File: src/rtl/pipe_pkg.sv
// Shared definitions for the execute-stage hazard controller: FSM states and
// forwarding-select encodings.
package pipe_pkg;

  localparam int unsigned REG_W = 5;

  typedef enum logic [1:0] {
    StRun   = 2'd0,
    StStall = 2'd1,
    StFlush = 2'd2
  } state_e;

  localparam logic [1:0] FWD_RF  = 2'b00;
  localparam logic [1:0] FWD_MEM = 2'b10;
  localparam logic [1:0] FWD_WB  = 2'b01;

endpackage

File: src/rtl/fwd_unit.sv
// Combinational ALU operand forwarding select for one source register.
// EX/MEM takes priority over MEM/WB; register 0 never forwards.
module fwd_unit
  import pipe_pkg::*;
#(
  parameter int unsigned REG_W = pipe_pkg::REG_W
) (
  input  logic [REG_W-1:0] ex_src,
  input  logic [REG_W-1:0] mem_dst,
  input  logic             mem_regwrite,
  input  logic [REG_W-1:0] wb_dst,
  input  logic             wb_regwrite,
  output logic [1:0]       sel
);

  always_comb begin
    sel = FWD_RF;
    if (mem_regwrite && (mem_dst != '0) && (mem_dst == ex_src)) begin
      sel = FWD_MEM;
    end else if (wb_regwrite && (wb_dst != '0) && (wb_dst == ex_src)) begin
      sel = FWD_WB;
    end
  end

endmodule

File: src/rtl/ex_hazard_ctrl.sv
// Hazard and sequencing controller around EX: forwarding, load-use bubble,
// branch flush in MEM, external freeze and saturating debug event counters.
module ex_hazard_ctrl
  import pipe_pkg::*;
#(
  parameter int unsigned REG_W = pipe_pkg::REG_W,
  parameter int unsigned CNT_W = 16
) (
  input  logic             clk,
  input  logic             reset,
  input  logic [REG_W-1:0] id_rs,
  input  logic [REG_W-1:0] id_rt,
  input  logic [REG_W-1:0] ex_rs,
  input  logic [REG_W-1:0] ex_rt,
  input  logic [REG_W-1:0] ex_dst,
  input  logic             ex_memread,
  input  logic [REG_W-1:0] mem_dst,
  input  logic             mem_regwrite,
  input  logic [REG_W-1:0] wb_dst,
  input  logic             wb_regwrite,
  input  logic             mem_branch,
  input  logic             mem_zero,
  input  logic             ext_stall,
  output logic [1:0]       fwd_a,
  output logic [1:0]       fwd_b,
  output logic             pc_write,
  output logic             ifid_write,
  output logic             pipe_en,
  output logic             idex_bubble,
  output logic             pc_src,
  output logic             flush_ifid,
  output logic             flush_idex,
  output logic             flush_exmem,
  output logic [1:0]       state,
  output logic [CNT_W-1:0] stall_count,
  output logic [CNT_W-1:0] flush_count
);

  state_e           state_q, state_d;
  logic [CNT_W-1:0] stall_cnt_q, flush_cnt_q;
  logic             stall_inc, flush_inc;
  logic [1:0]       sel_a, sel_b;
  logic             br_taken, lu_haz;

  fwd_unit #(.REG_W(REG_W)) u_fwd_a (
    .ex_src       (ex_rs),
    .mem_dst      (mem_dst),
    .mem_regwrite (mem_regwrite),
    .wb_dst       (wb_dst),
    .wb_regwrite  (wb_regwrite),
    .sel          (sel_a)
  );

  fwd_unit #(.REG_W(REG_W)) u_fwd_b (
    .ex_src       (ex_rt),
    .mem_dst      (mem_dst),
    .mem_regwrite (mem_regwrite),
    .wb_dst       (wb_dst),
    .wb_regwrite  (wb_regwrite),
    .sel          (sel_b)
  );

  assign br_taken = mem_branch & mem_zero;
  assign lu_haz   = ex_memread & (ex_dst != '0) & ((ex_dst == id_rs) | (ex_dst == id_rt));

  always_comb begin
    fwd_a       = sel_a;
    fwd_b       = sel_b;
    pc_write    = 1'b1;
    ifid_write  = 1'b1;
    pipe_en     = 1'b1;
    idex_bubble = 1'b0;
    pc_src      = 1'b0;
    flush_ifid  = 1'b0;
    flush_idex  = 1'b0;
    flush_exmem = 1'b0;
    state_d     = state_q;
    stall_inc   = 1'b0;
    flush_inc   = 1'b0;

    if (!reset) begin
      // Keep the pipeline quiescent while reset is held.
      fwd_a      = FWD_RF;
      fwd_b      = FWD_RF;
      pc_write   = 1'b0;
      ifid_write = 1'b0;
      pipe_en    = 1'b0;
      state_d    = StRun;
    end else if (ext_stall) begin
      pc_write   = 1'b0;
      ifid_write = 1'b0;
      pipe_en    = 1'b0;
      stall_inc  = 1'b1;
    end else if (br_taken) begin
      pc_src      = 1'b1;
      flush_ifid  = 1'b1;
      flush_idex  = 1'b1;
      flush_exmem = 1'b1;
      flush_inc   = 1'b1;
      state_d     = StFlush;
    end else begin
      unique case (state_q)
        StRun: begin
          if (lu_haz) begin
            pc_write    = 1'b0;
            ifid_write  = 1'b0;
            idex_bubble = 1'b1;
            stall_inc   = 1'b1;
            state_d     = StStall;
          end
        end
        StStall: state_d = StRun;
        StFlush: state_d = StRun;
        default: state_d = StRun;
      endcase
    end
  end

  always_ff @(posedge clk or negedge reset) begin
    if (!reset) begin
      state_q     <= StRun;
      stall_cnt_q <= '0;
      flush_cnt_q <= '0;
    end else begin
      state_q <= state_d;
      if (stall_inc && (stall_cnt_q != '1)) stall_cnt_q <= stall_cnt_q + 1'b1;
      if (flush_inc && (flush_cnt_q != '1)) flush_cnt_q <= flush_cnt_q + 1'b1;
    end
  end

  assign state       = state_q;
  assign stall_count = stall_cnt_q;
  assign flush_count = flush_cnt_q;

endmodule

File: config.mk
export PLATFORM = sky130hd
export DESIGN_NAME = ex_hazard_ctrl
export DESIGN_NICKNAME = d
export VERILOG_FILES = /design/src/rtl/pipe_pkg.sv /design/src/rtl/fwd_unit.sv /design/src/rtl/ex_hazard_ctrl.sv
export SDC_FILE = /design/constraint.sdc
export NUM_CORES = 1
export LEC_CHECK = 0
export CAP_MARGIN = 20
export CELL_PAD_IN_SITES_DETAIL_PLACEMENT = 0
export CELL_PAD_IN_SITES_GLOBAL_PLACEMENT = 1
export CORE_ASPECT_RATIO = 0.75
export CORE_MARGIN = 10
export CORE_UTILIZATION = 31
export DETAILED_ROUTE_END_ITERATION = 10
export GPL_TIMING_DRIVEN = 1
export PLACE_DENSITY = 0.92
export SLEW_MARGIN = 0
export SYNTH_ARGS = -nofsm -noshare
export SYNTH_HDL_FRONTEND = slang
export SYNTH_SLANG_ARGS = --single-unit
export TNS_END_PERCENT = 10
File: constraint.sdc
create_clock -name clk -period 2.44 [get_ports clk]
set_clock_uncertainty 0.1 [all_clocks]
set_input_delay 0.488 -clock clk [delete_from_list [all_inputs] [get_ports clk]]
set_output_delay 0.488 -clock clk [all_outputs]
set_load 0.01 [all_outputs]
======== Word level (Yosys, flattened, before mapping) ========
Cells that the tools add are included.
word-level totals
  flip-flop bits (word level) ............. 34
  input port bits ......................... 43
  output and inout bits ................... 46
operators by class
  add/subtract/negate cells ............... 2
  eq/ne operators ......................... 10
  multiplexer cells ....................... 28
  bitwise gates (word level) .............. 4
  reduce and logical (&&, ||, !) cells .... 13
operators by type and width
  cell                   number
  $add 16x1->16 const B  2
  $ne 16x16->1 const B   2
  $eq 5x5->1             6
  $mux 1                 19
  $mux 2                 9
  $reduce_bool 5->1      3
  $logic_and 1x1->1      8
  $ne 4x4->1 const B     1
  $and 1x1->1            3
  $logic_not 2->1        1
  $ne 2x2->1 const B     1
  $reduce_and 2->1       1
  $or 1x1->1             1

======== Logic depth before layout (Yosys ltp) ========
Gate-level depths: netlist of the first run.
  depth in word-level cells ............... 9
  depth in mapped cells ................... 8
  gate-level depth less buffers ........... 7

======== By module ========
From an unflattened synthesis of the first run, not the netlist that was laid out.
second synthesis, totals
  cell total of the unflattened synthesis .. 211
  area total of the unflattened synthesis .. 2122.0 sq um
by module, submodules not included
  module          instances  cells each  area each (sq um)
  ex_hazard_ctrl  1          171         1819.2
  fwd_unit        2          20          151.4

======== Worst setup path before layout of the first run ========
Ideal clock, no wire load.
  path type ............................... input to output
  start point ............................. input mem_dst[0]
  end point ............................... output fwd_a[0]
  arrival ................................. 1.730 ns
  data required time ...................... 1.852 ns
  setup slack ............................. 0.122 ns
  stages .................................. 4
  path buffers ............................ 0
  cell sequence ........................... or4_1 > o21ai_0 > nor4_1 > nor4_1
on the way
  word-level cells in the longest chain between the ends .. 5
  elaborated cells on any way between the ends .. 6
  classes of those cells .................. eq/ne: 1; mux: 2; reduce/logical: 3
ends and longest elaborated chain
  element              RTL line              source
  start: declaration   ex_hazard_ctrl.sv:17  input logic [REG_W-1:0] mem_dst,
  $reduce_bool 5->1    fwd_unit.sv:18        if (mem_regwrite && (mem_dst != '0) && (mem_dst == ex_src)) begin
  $logic_and 1x1->1    fwd_unit.sv:18
  $logic_and 1x1->1 *  fwd_unit.sv:18
  $mux 2 *             fwd_unit.sv:18
  $mux 2 *             ex_hazard_ctrl.sv:81  if (!reset) begin
  end: declaration     ex_hazard_ctrl.sv:24  output logic [1:0] fwd_a,
Every way passes the cells marked *; elsewhere a longest branch is shown, timed or not.

======== Worst setup path in the final report of the first run ========
  start point ............................. input wb_dst[4]
  end point ............................... output fwd_b[0]
on the way
  word-level cells in the longest chain between the ends .. 6
  elaborated cells on any way between the ends .. 7
  classes of those cells .................. eq/ne: 1; mux: 3; reduce/logical: 3
ends and longest elaborated chain
  element              RTL line              source
  start: declaration   ex_hazard_ctrl.sv:19  input logic [REG_W-1:0] wb_dst,
  $reduce_bool 5->1    fwd_unit.sv:20        end else if (wb_regwrite && (wb_dst != '0) && (wb_dst == ex_src)) begin
  $logic_and 1x1->1    fwd_unit.sv:20
  $logic_and 1x1->1 *  fwd_unit.sv:20
  $mux 1 *             fwd_unit.sv:20
  $mux 2 *             fwd_unit.sv:18
  $mux 2 *             ex_hazard_ctrl.sv:81
  end: declaration     ex_hazard_ctrl.sv:25  output logic [1:0] fwd_b,
Marked as above.

==> metrics.cfg, run 1 <==
[status]
status = complete, but fails checks
violations = negative setup slack

[final_layout]
drive_gt1_share_pct = 21.3
nFillCells = 583
final_area_um2 = 3350
syn_to_final_growth_pct = 64.4
fin_nets = 372

[sta]
rsz0062_at_grt = true
tns_ns = -0.0147
finalCriticalPeriod_ns = 2.45
slew_headroom_pct = 58.8
worst_pin_slew_ns = 0.618
hold_slack_ns = 0.309
setup_slack_ns = -0.0147
final_hold_viol_count = 0
maxSlewViolCount = 0
setup_viol = 1
min_period_over_period_pct = 101
clock.fmax_mhz = 407

[synth]
async_flop_share_pct = 100
ys_seq_area_share_pct = 41.7
synth_edf_count = 0
synth_area_leaders = dfrtp_1, xor2_1, xnor2_1
yosys.area.top_type = dfrtp_1
yosys-top-cells-count = xor2_1, dfrtp_1, xnor2_1
synth_top_cell_area_share_pct = 41.7
synthesis.area_um2 = 2040
syn_inst = 209
synth_flop_cell = dfrtp_1
yosysMostFrequentCell = xor2_1
syn_nets = 254
synth-seq-cells = 34
synthDistinctLibCells = 34
syn_avg_cell_area_um2 = 9.75
yosysWarnings = 0

[clocking]
cts_buffers = 5
path_clk_slew_ns = 0.08
htree_levels = 2
cts_buffer_depth = 2
cts_num_sinks = 34
cts_root_buffer = clkbuf_8
tritoncts = built
clk_latency_ns = 0.29
hold_buffers = 0

[detailed_routing]
vias = 1949
vias_per_cell = 4.75
route.met3.wl_um = 443
wirelength_mm = 6.52
detail-route-antenna-nets = 0
routedWlPerCell_um = 15.9
wl_met1_mm = 2.99
wl_met2_mm = 3.08
routed.top_layer = met4
dr.pass1.iters = 4
remaining_drc_errors = 0
first_iter_violations = 86

[floorplan]
io_pins = 89
dieWidth_um = 114
start_util_pct = 32.1
rows = 25
die_y_um = 90.2
die-area_um2 = 10300
core_um2 = 6350

[pwr]
power_frac_seq_pct = 43.2
p_clk_share_pct = 24.5
power_density_nw_per_um2 = 512
peakVddDrop_mv = 0.407
power.leakage_uw = 0.00157
p_int_uw = 1160
p_comb_share_pct = 32.4
switching_share_pct = 32.4
p_switching_uw = 556

[placed_design]
dpl.hpwl_mm = 5.08
io_buffers = 88
post_dp_cell_area_um2 = 3200
gp_congestion = 0.821

[worst_setup_path]
arrival_ns = 1.87
worstSetupPathType = primary input to primary output
critPathSlowestCell = or4_4
endpoint_kind = primary output
crit_chain = clkdlybuf4s15_1, buf_6, xor2_1, or4_4, nor4_2, buf_2
critPathRequiredTime_ns = 1.85
crit_path_start_kind = primary input
crit_path_max_incr_delay_ns = 0.52
crit_fanout = 2

[global_routing]
grt_max_degree = 38
grt_pass1_wl_mm = 10.4
antenna_found_initial = 1
grt_pass1_vias = 1976
track_usage_pct = 12.3
overflow = 0

[worst_hold_path]
hold_path_class = primary input to asynchronous set/reset pin

[flow_run]
cap_violations = 0

[worst paths after layout]
kind / startpoint / to / slack (ns) / cells after the start
min in group clk: flush_count[8] / flush_count[8] / 0.39 / 1
worst min-delay path: reset / flush_count[5] / 0.31 / 3
max in group asynchronous: reset / stall_count[10] / 1.58 / 3
worst max register to register: stall_count[3] / stall_count[1] / 0.25 / 6
worst max-delay path: wb_dst[4] / fwd_b[0] / -0.01 / 6
worst min register to register: flush_count[8] / flush_count[8] / 0.39 / 1
[worst max-delay path: cells and delay by family]
family | cells | cell delay (ns)
xor gates and xnor gates | 1 | 0.15
buffers and inverters | 3 | 0.48
and+or+nand+nor | 2 | 0.75
[power by group through the flow]
stage / Clock (uW) / Sequential [uW] / Combinational (uW)
5_1_grt: 468 / 755 / 606
3_5_place_dp: 0 / 749 / 556
2_1_floorplan: 0 / 771 / 180
3_3_place_gp: 0 / 749 / 543
4_1_cts: 436 / 740 / 552
6_report: 419 / 740 / 555
[stage by stage]
step           instances  worst slack (ns)  power (uW)  util (%)
2_1_floorplan        209             0.122         950         -
3_3_place_gp         400            -0.729        1290      50.4
3_5_place_dp         400            -0.836        1300      50.4
4_1_cts              408            -0.211        1730      51.7
5_1_grt              409           -0.0373        1830      52.7
6_report             410           -0.0147        1710      52.8
[cells in the final DEF, fill, tap and decap left out, drive strengths merged, types with 4 or more instances in the layout]
cell type      instances
dlygate4sd2           14
xor2                  35
or4                    5
clkdlybuf4s50         51
nand2                 19
dfrtp                 34
nand4                  8
dlymetal6s2s           7
nand3                 16
clkbuf                10
nor4                   9
clkdlybuf4s15          4
buf                   36
nor2                  13
nor3                  11
xnor2                 24
[metal layers]
layer | vias up | GRT usage, %
met1 | 925 | 15.0
li1 | 965 | -
met2 | 57 | 20.2
met3 | 2 | 4.71
met5 | - | 0
met4 | 0 | 1.90
[final cells by class]
type	count	area [um^2]	share of cell area [%]
repair buffers	117	1070	32.1
well taps	81	101	3.02
clock inverters	3	21.3	0.635
flip-flops and latches	34	851	25.4
clock buffers	5	68.8	2.05
inverters	3	11.3	0.336
diodes	1	2.50	0.0747
multi-input cells	166	1220	36.4
[flip-flops by register name (all words and copies together), names as in the netlist]
signal,count
flush_count,16
stall_count,16
state,2
[logic make-up after synthesis]
kind of cell / synth area share [%]
AOI/OAI and AO/OA: 2.89
xor gates and xnor gates: 25.4
DFF: 41.7
muxes: 1.66
buffers and inverters: 2.52
and+or+nand+nor: 24.6
adders and majority gates: 1.23
[timing repair]
| action | 4_1_cts | 5_1_grt |
|---|---|---|
| gates resized for setup | 56 | 33 |
| setup buffers | 0 | 1 |
| endpoints found under the setup margin | 11 | 8 |
| pin swaps | 8 | 16 |
No activity file was read; power rests on OpenSTA's default activity.
==> inputs of run 2 (changes only) <==
--- a/config.mk
+++ b/config.mk
@@ -10,12 +10,13 @@
 export CELL_PAD_IN_SITES_GLOBAL_PLACEMENT = 1
 export CORE_ASPECT_RATIO = 0.75
 export CORE_MARGIN = 10
-export CORE_UTILIZATION = 31
+export CORE_UTILIZATION = 32
 export DETAILED_ROUTE_END_ITERATION = 10
 export GPL_TIMING_DRIVEN = 1
 export PLACE_DENSITY = 0.92
 export SLEW_MARGIN = 0
 export SYNTH_ARGS = -nofsm -noshare
 export SYNTH_HDL_FRONTEND = slang
+export SYNTH_HIERARCHICAL = 1
 export SYNTH_SLANG_ARGS = --single-unit
 export TNS_END_PERCENT = 10
==> run 2 against run 1 <==
  * The flow now finishes without violations
  * Critical endpoint is now idex_bubble
  * Total power rose by 11%
  * Routed wire length rose by 2.9%
  * Clock-buffer cell count did not move
  * Non-clock buffer count fell by 6
  * First-iteration DRC count rose by 9.3%
  * Global-route usage rose by 0.43 points
  * Largest cell class unchanged
  * Flip-flop and latch count did not move
  * Clock power rose by 51%
  * Sequential power fell by 0.7%
  * Fmax rose by 3.0%
  * Final cell count fell by 1.2%
==> metrics.cfg, run 2 <==
[status]
status = finished clean  ; was complete, but fails checks

[worst_hold_path]
hold_path_class = primary input to asynchronous set/reset pin  ; unchanged

[worst_setup_path]
worstSetupPathType = primary input to primary output  ; unchanged
endpoint_kind = primary output  ; unchanged
critPathRequiredTime_ns = 1.85  ; about the same
crit_fanout = 2  ; unchanged
crit_path_start_kind = primary input  ; unchanged
arrival_ns = 1.79  ; was 1.87 ns

[floorplan]
io_pins = 89  ; unchanged
start_util_pct = 33.3  ; was 32.1%
core_um2 = 6380  ; was 6350 um^2
dieWidth_um = 114  ; about the same
die_y_um = 90.5  ; was 90.2 um
rows = 25  ; unchanged
die-area_um2 = 10300  ; about the same

[sta]
setup_viol = 0  ; was 1
clock.fmax_mhz = 420  ; was 407 MHz
final_hold_viol_count = 0  ; unchanged
finalCriticalPeriod_ns = 2.38  ; was 2.45 ns
hold_slack_ns = 0.0668  ; was 0.309 ns
min_period_over_period_pct = 97.6  ; was 101%
maxSlewViolCount = 0  ; unchanged
tns_ns = 0  ; was -0.0147 ns
setup_slack_ns = 0.0574  ; was -0.0147 ns
slew_headroom_pct = 74.7  ; was 58.8%
worst_pin_slew_ns = 0.376  ; was 0.618 ns

[global_routing]
antenna_found_initial = 0  ; was 1
grt_pass1_vias = 2085  ; was 1976
grt_pass1_wl_mm = 10.7  ; was 10.4 mm
grt_max_degree = 19  ; was 38
track_usage_pct = 12.7  ; was 12.3%
overflow = 0  ; unchanged

[synth]
synth_flop_cell = dfrtp_1  ; unchanged
synthesis.area_um2 = 2120  ; was 2040 um^2
yosysWarnings = 6  ; was 0
yosys.area.top_type = dfrtp_1  ; unchanged
yosys-top-cells-count = dfrtp_1, xnor2_1, xor2_1  ; was xor2_1, dfrtp_1, xnor2_1
ys_seq_area_share_pct = 40.1  ; was 41.7%
synth_area_leaders = dfrtp_1, xnor2_1, xor2_1  ; was dfrtp_1, xor2_1, xnor2_1
synth-seq-cells = 34  ; unchanged
synthDistinctLibCells = 40  ; was 34
syn_avg_cell_area_um2 = 10.1  ; was 9.75 um^2
async_flop_share_pct = 100  ; unchanged
syn_inst = 211  ; was 209
syn_nets = 256  ; was 254
synth_edf_count = 0  ; unchanged
synth_top_cell_area_share_pct = 40.1  ; was 41.7%

[placed_design]
gp_congestion = 0.863  ; was 0.821
dp_slack_ns = -0.690  ; was -0.836 ns
io_buffers = 88  ; unchanged
dpl.hpwl_mm = 5.40  ; was 5.08 mm

[clocking]
cts_buffers = 5  ; unchanged
htree_levels = 2  ; unchanged
path_clk_slew_ns = 0.07  ; was 0.08 ns
clk_latency_ns = 0.29  ; about the same
tritoncts = built  ; unchanged
cts_buffer_depth = 2  ; unchanged
cts_num_sinks = 34  ; unchanged
cts_root_buffer = clkbuf_8  ; unchanged

[detailed_routing]
wirelength_mm = 6.71  ; was 6.52 mm
detail-route-antenna-nets = 0  ; unchanged
vias = 1975  ; was 1949
dr.pass1.iters = 4  ; unchanged
first_iter_violations = 94  ; was 86
vias_per_cell = 4.88  ; was 4.75
remaining_drc_errors = 0  ; unchanged
routedWlPerCell_um = 16.6  ; was 15.9 um

[flow_run]
cap_violations = 0  ; unchanged

[final_layout]
final_cell_mix = clkdlybuf4s50_1, xnor2_1, dfrtp_1  ; was clkdlybuf4s50_1, xor2_1, dfrtp_1
diodes = 0  ; was 1
syn_to_final_growth_pct = 59.4  ; was 64.4%
drive_gt1_share_pct = 21.3  ; about the same
final_common_cell = clkdlybuf4s50_1  ; unchanged
fin_nets = 368  ; was 372
nFillCells = 596  ; was 583

[pwr]
power.leakage_uw = 0.00154  ; was 0.00157 uW
power_density_nw_per_um2 = 563  ; was 512 nW/um^2
peakVddDrop_mv = 0.626  ; was 0.407 mV

run 2: cell count changes in the layout (fill, tap and decap cells not counted), moves of 3 or more:
cell and change:
a211oi_2 +4, and3_1 +4, buf_4 -5, clkdlybuf4s15_1 -3, clkdlybuf4s50_1 -8, dlygate4sd2_1 +7, nand3_1 +4, nand4_1 +3
nor2_1 -4, nor3_1 -7, nor3_2 +5, xnor2_1 +10, xor2_1 -14
run 2: where the power goes:
group | switching [uW] | internal (uW)
registers | 98.1 | 637
logic | 228 | 312
clock network | 222 | 409
run 2: stage by stage:
step	utilization (%)	total power (uW)	std cells	instance area (um^2)
after detailed placement	50.3	1290	393	3210
after global routing	53.0	2000	405	3380
after floorplan	-	949	211	2120
after global placement	50.3	1280	393	3210
after CTS	52.6	1920	405	3360
final	53.0	1910	405	3380
run 2: worst max-delay path: stages:
cell and delay, ns:
clkdlybuf4s15_1 0.20, buf_6 0.13, xor2_1 0.15, nor2_1 0.14, a22oi_2 0.11, or2_4 0.27
nor3_4 0.15, buf_2 0.15
run 2: cells by family after synthesis:
logic type	share of synthesized area [%]
flip-flops	40.1
multiplexers	1.24
AO/OA/AOI/OAI	7.43
AND/OR/NAND/NOR	24.5
buffers and inverters	2.83
XOR/XNOR	22.7
adder cells (fa/ha/maj)	1.18
run 2: final timing paths:
| path | slack (ns) | startpoint | to | cells after the start |
|---|---|---|---|---|
| worst max-delay path | 0.06 | ex_dst[1] | idex_bubble | 8 |
| worst min-delay path | 0.07 | reset | stall_count[14] | 2 |
| worst max register to register | 0.20 | state[1] | stall_count[3] | 9 |
| worst min register to register | 0.40 | flush_count[15] | flush_count[15] | 1 |
| max in group asynchronous | 1.63 | reset | state[1] | 2 |
| min in group clk | 0.40 | flush_count[15] | flush_count[15] | 1 |
run 2: metal layers:
metal  track usage (%)  share of wire [%]
met1              15.5                 44
met2              21.1                 50
met3              2.86                5.0
met4              4.79                1.3
met5                 0                  0
run 2: area by class of cell:
type / count / area, um^2 / area share [%]
sequential: 34 / 851 / 25.1
multi-input combinational: 167 / 1250 / 37.1
tap: 81 / 101 / 3.00
clock inverter: 3 / 68.8 / 2.03
clock buffer: 5 / 68.8 / 2.03
inverter: 4 / 15.0 / 0.444
timing repair buffer: 111 / 1020 / 30.3
run 2: timing repair:
| action | 4_1_cts | 5_1_grt |
|---|---|---|
| pin swaps | 16 | 13 |
| setup buffers | 3 | 0 |
| resized for setup | 66 | 25 |
| endpoints found under the setup margin | 13 | 7 |
| hold endpoints to repair | 2 | 0 |
| hold buffers | 1 | 0 |
==> inputs of run 3 (changes only) <==
--- a/config.mk
+++ b/config.mk
@@ -6,15 +6,15 @@
 export NUM_CORES = 1
 export LEC_CHECK = 0
 export CAP_MARGIN = 20
-export CELL_PAD_IN_SITES_DETAIL_PLACEMENT = 0
-export CELL_PAD_IN_SITES_GLOBAL_PLACEMENT = 1
+export CELL_PAD_IN_SITES_DETAIL_PLACEMENT = 1
+export CELL_PAD_IN_SITES_GLOBAL_PLACEMENT = 2
 export CORE_ASPECT_RATIO = 0.75
 export CORE_MARGIN = 10
-export CORE_UTILIZATION = 32
+export CORE_UTILIZATION = 25
 export DETAILED_ROUTE_END_ITERATION = 10
 export GPL_TIMING_DRIVEN = 1
-export PLACE_DENSITY = 0.92
-export SLEW_MARGIN = 0
+export PLACE_DENSITY = 0.91
+export SLEW_MARGIN = 10
 export SYNTH_ARGS = -nofsm -noshare
 export SYNTH_HDL_FRONTEND = slang
 export SYNTH_HIERARCHICAL = 1
==> run 3 against run 2 <==
  * Worst setup slack got worse by 0.055 ns
  * Flip-flop and latch count stayed put
  * Sequential power hardly changed
  * First-iteration DRC count is 62% lower
  * Clock-buffer cell count increased by 1
  * Sequential share of layout area down 0.34 points
  * Core utilization fell by 12 points
  * Global-route usage decreased by 1.1 points
  * Via count grew 2.2%
  * Highest routed layer unchanged
  * Register-to-register slack is essentially flat
  * Fmax down 2.3%
  * Critical endpoint is now fwd_a[0]
  * Final area rose by 1.4%
==> metrics.cfg, run 3 (synthesized netlist as in run 2, its figures left out) <==
[status]
status = finished clean  ; unchanged

[global_routing]
antenna_found_initial = 0  ; unchanged
grt_max_degree = 24  ; was 19
track_usage_pct = 11.6  ; was 12.7%
grt_pass1_vias = 2201  ; was 2085
overflow = 0  ; unchanged
grt_pass1_wl_mm = 12.0  ; was 10.7 mm

[floorplan]
rows = 29  ; was 25
start_util_pct = 25.3  ; was 33.3%
dieWidth_um = 126  ; was 114 um
io_pins = 89  ; unchanged
die-area_um2 = 12600  ; was 10300 um^2
core_um2 = 8380  ; was 6380 um^2
die_y_um = 99.8  ; was 90.5 um

[worst_setup_path]
worstSetupPathType = primary input to primary output  ; unchanged
critPathRequiredTime_ns = 1.85  ; about the same
critPathSlowestCell = a211oi_2  ; was or2_4
crit_path_max_incr_delay_ns = 0.25  ; was 0.27 ns
crit_path_start_kind = primary input  ; unchanged
cp.depth = 9  ; was 8
path_common_cell = buf_4
cp_num_buf_inv = 4  ; was 3
crit_fanout = 3  ; was 2
reg2reg_depth = 9  ; unchanged
arrival_ns = 1.85  ; was 1.79 ns
crit_family = buffers and inverters  ; was simple AND/OR/NAND/NOR gates
endpoint_kind = primary output  ; unchanged
crit_chain = clkdlybuf4s15_2, buf_4, xnor2_1, nand2_1, a211oi_2, buf_4, nor3_2, and2_1, buf_2  ; was clkdlybuf4s15_1, buf_6, xor2_1, nor2_1, a22oi_2, or2_4, nor3_4, buf_2

[final_layout]
drive_gt1_share_pct = 22.7  ; was 21.3%
fin_nets = 370  ; was 368
diodes = 0  ; unchanged
syn_to_final_growth_pct = 61.6  ; was 59.4%
final_common_cell = clkdlybuf4s50_1  ; unchanged
final_cell_mix = clkdlybuf4s50_1, dfrtp_1, xnor2_1  ; was clkdlybuf4s50_1, xnor2_1, dfrtp_1
final_util_pct = 40.9  ; was 53.0%
nFillCells = 978  ; was 596

[clocking]
cts_num_sinks = 34  ; unchanged
cts_root_buffer = clkbuf_16  ; was clkbuf_8
htree_levels = 2  ; unchanged
clk_latency_ns = 0.28  ; was 0.29 ns
path_clk_slew_ns = 0.06  ; was 0.07 ns
cts_buffer_depth = 2  ; unchanged
cts_buffers = 5  ; unchanged
tritoncts = built  ; unchanged

[detailed_routing]
detail-route-antenna-nets = 0  ; unchanged
dr.pass1.iters = 4  ; unchanged
vias_per_cell = 4.65  ; was 4.88
vias = 2019  ; was 1975
routedWlPerCell_um = 17.1  ; was 16.6 um
first_iter_violations = 36  ; was 94
remaining_drc_errors = 0  ; unchanged
wirelength_mm = 7.44  ; was 6.71 mm

[sta]
maxSlewViolCount = 0  ; unchanged
slew_headroom_pct = 70.8  ; was 74.7%
finalCriticalPeriod_ns = 2.44  ; was 2.38 ns
rsz0062_at_grt = true
final_hold_viol_count = 0  ; unchanged
clock.fmax_mhz = 410  ; was 420 MHz
tns_ns = 0  ; unchanged
setup_viol = 0  ; unchanged
worst_pin_slew_ns = 0.435  ; was 0.376 ns
min_period_over_period_pct = 99.9  ; was 97.6%

[pwr]
finalPower_uw = 1930  ; was 1910 uW
power.leakage_uw = 0.00154  ; about the same
power_density_nw_per_um2 = 563  ; about the same
peakVddDrop_mv = 0.431  ; was 0.626 mV

[placed_design]
gp_congestion = 0.798  ; was 0.863
dpl.hpwl_mm = 6.12  ; was 5.40 mm
io_buffers = 88  ; unchanged

[worst_hold_path]
hold_path_class = primary input to asynchronous set/reset pin  ; unchanged

[flow_run]
cap_violations = 0  ; unchanged

-- run 3: cell types whose count changed in the layout (fill, tap and decap cells not counted), sizes merged --
cell           before  now
clkinvlp            0    1
buf                30   32
clkbuf              9   13
clkdlybuf4s50      43   41
bufinv              2    0
dlymetal6s2s        9    8
-- run 3: what timing repair did --
| action | CTS | global route |
|---|---|---|
| hold endpoints to repair | 2 | 0 |
| endpoints found under the setup margin | 21 | 11 |
| pin swaps | 17 | 16 |
| setup buffers | 2 | 1 |
| hold buffers | 1 | 0 |
| resized for setup | 70 | 28 |
-- run 3: metal layers --
metal	part of all wire (%)	routed length [um]	vias to the layer above	global-route usage, %
met5	0	0	-	0
met4	1.4	101	0	2.79
met3	6.2	459	10	3.58
met2	47	3470	51	18.3
met1	46	3410	986	15.2
li1	-	-	972	-
-- run 3: final timing paths --
path / from / endpoint / slack (ns)
setup / recovery: mem_dst[0] / fwd_a[0] / 0.002
hold / removal: reset / stall_count[10] / 0.14
setup reg to reg: state[1] / stall_count[3] / 0.21
hold reg to reg: flush_count[15] / flush_count[15] / 0.40
max in group asynchronous: reset / state[1] / 1.60
min in group clk: flush_count[15] / flush_count[15] / 0.40
-- run 3: cell type report --
cell class / count / area, um^2 / share of cell area (%)
clock inverter: 2 / 12.5 / 0.365
clock buffer: 6 / 139 / 4.05
multi-input combinational: 167 / 1260 / 36.7
inverter: 4 / 15.0 / 0.438
timing repair buffer: 113 / 1020 / 29.7
tap: 108 / 135 / 3.94
sequential: 34 / 851 / 24.8
-- run 3: stage by stage --
step / setup WS, ns / hold WS [ns] / instance area [um^2] / cells
floorplan: 0.226 / 0.0924 / 2120 / 211
global placement: -0.616 / 0.213 / 3260 / 422
detailed placement: -0.670 / 0.216 / 3260 / 422
CTS: -0.0352 / 0.134 / 3410 / 433
global route: -0.0455 / 0.169 / 3430 / 434
finish: 0.00246 / 0.138 / 3430 / 434
-- run 3: power breakdown --
part / internal (uW) / switching [uW]
Clock: 404 / 246
Combinational: 313 / 230
Sequential: 638 / 98.6
Total: 1350 / 574
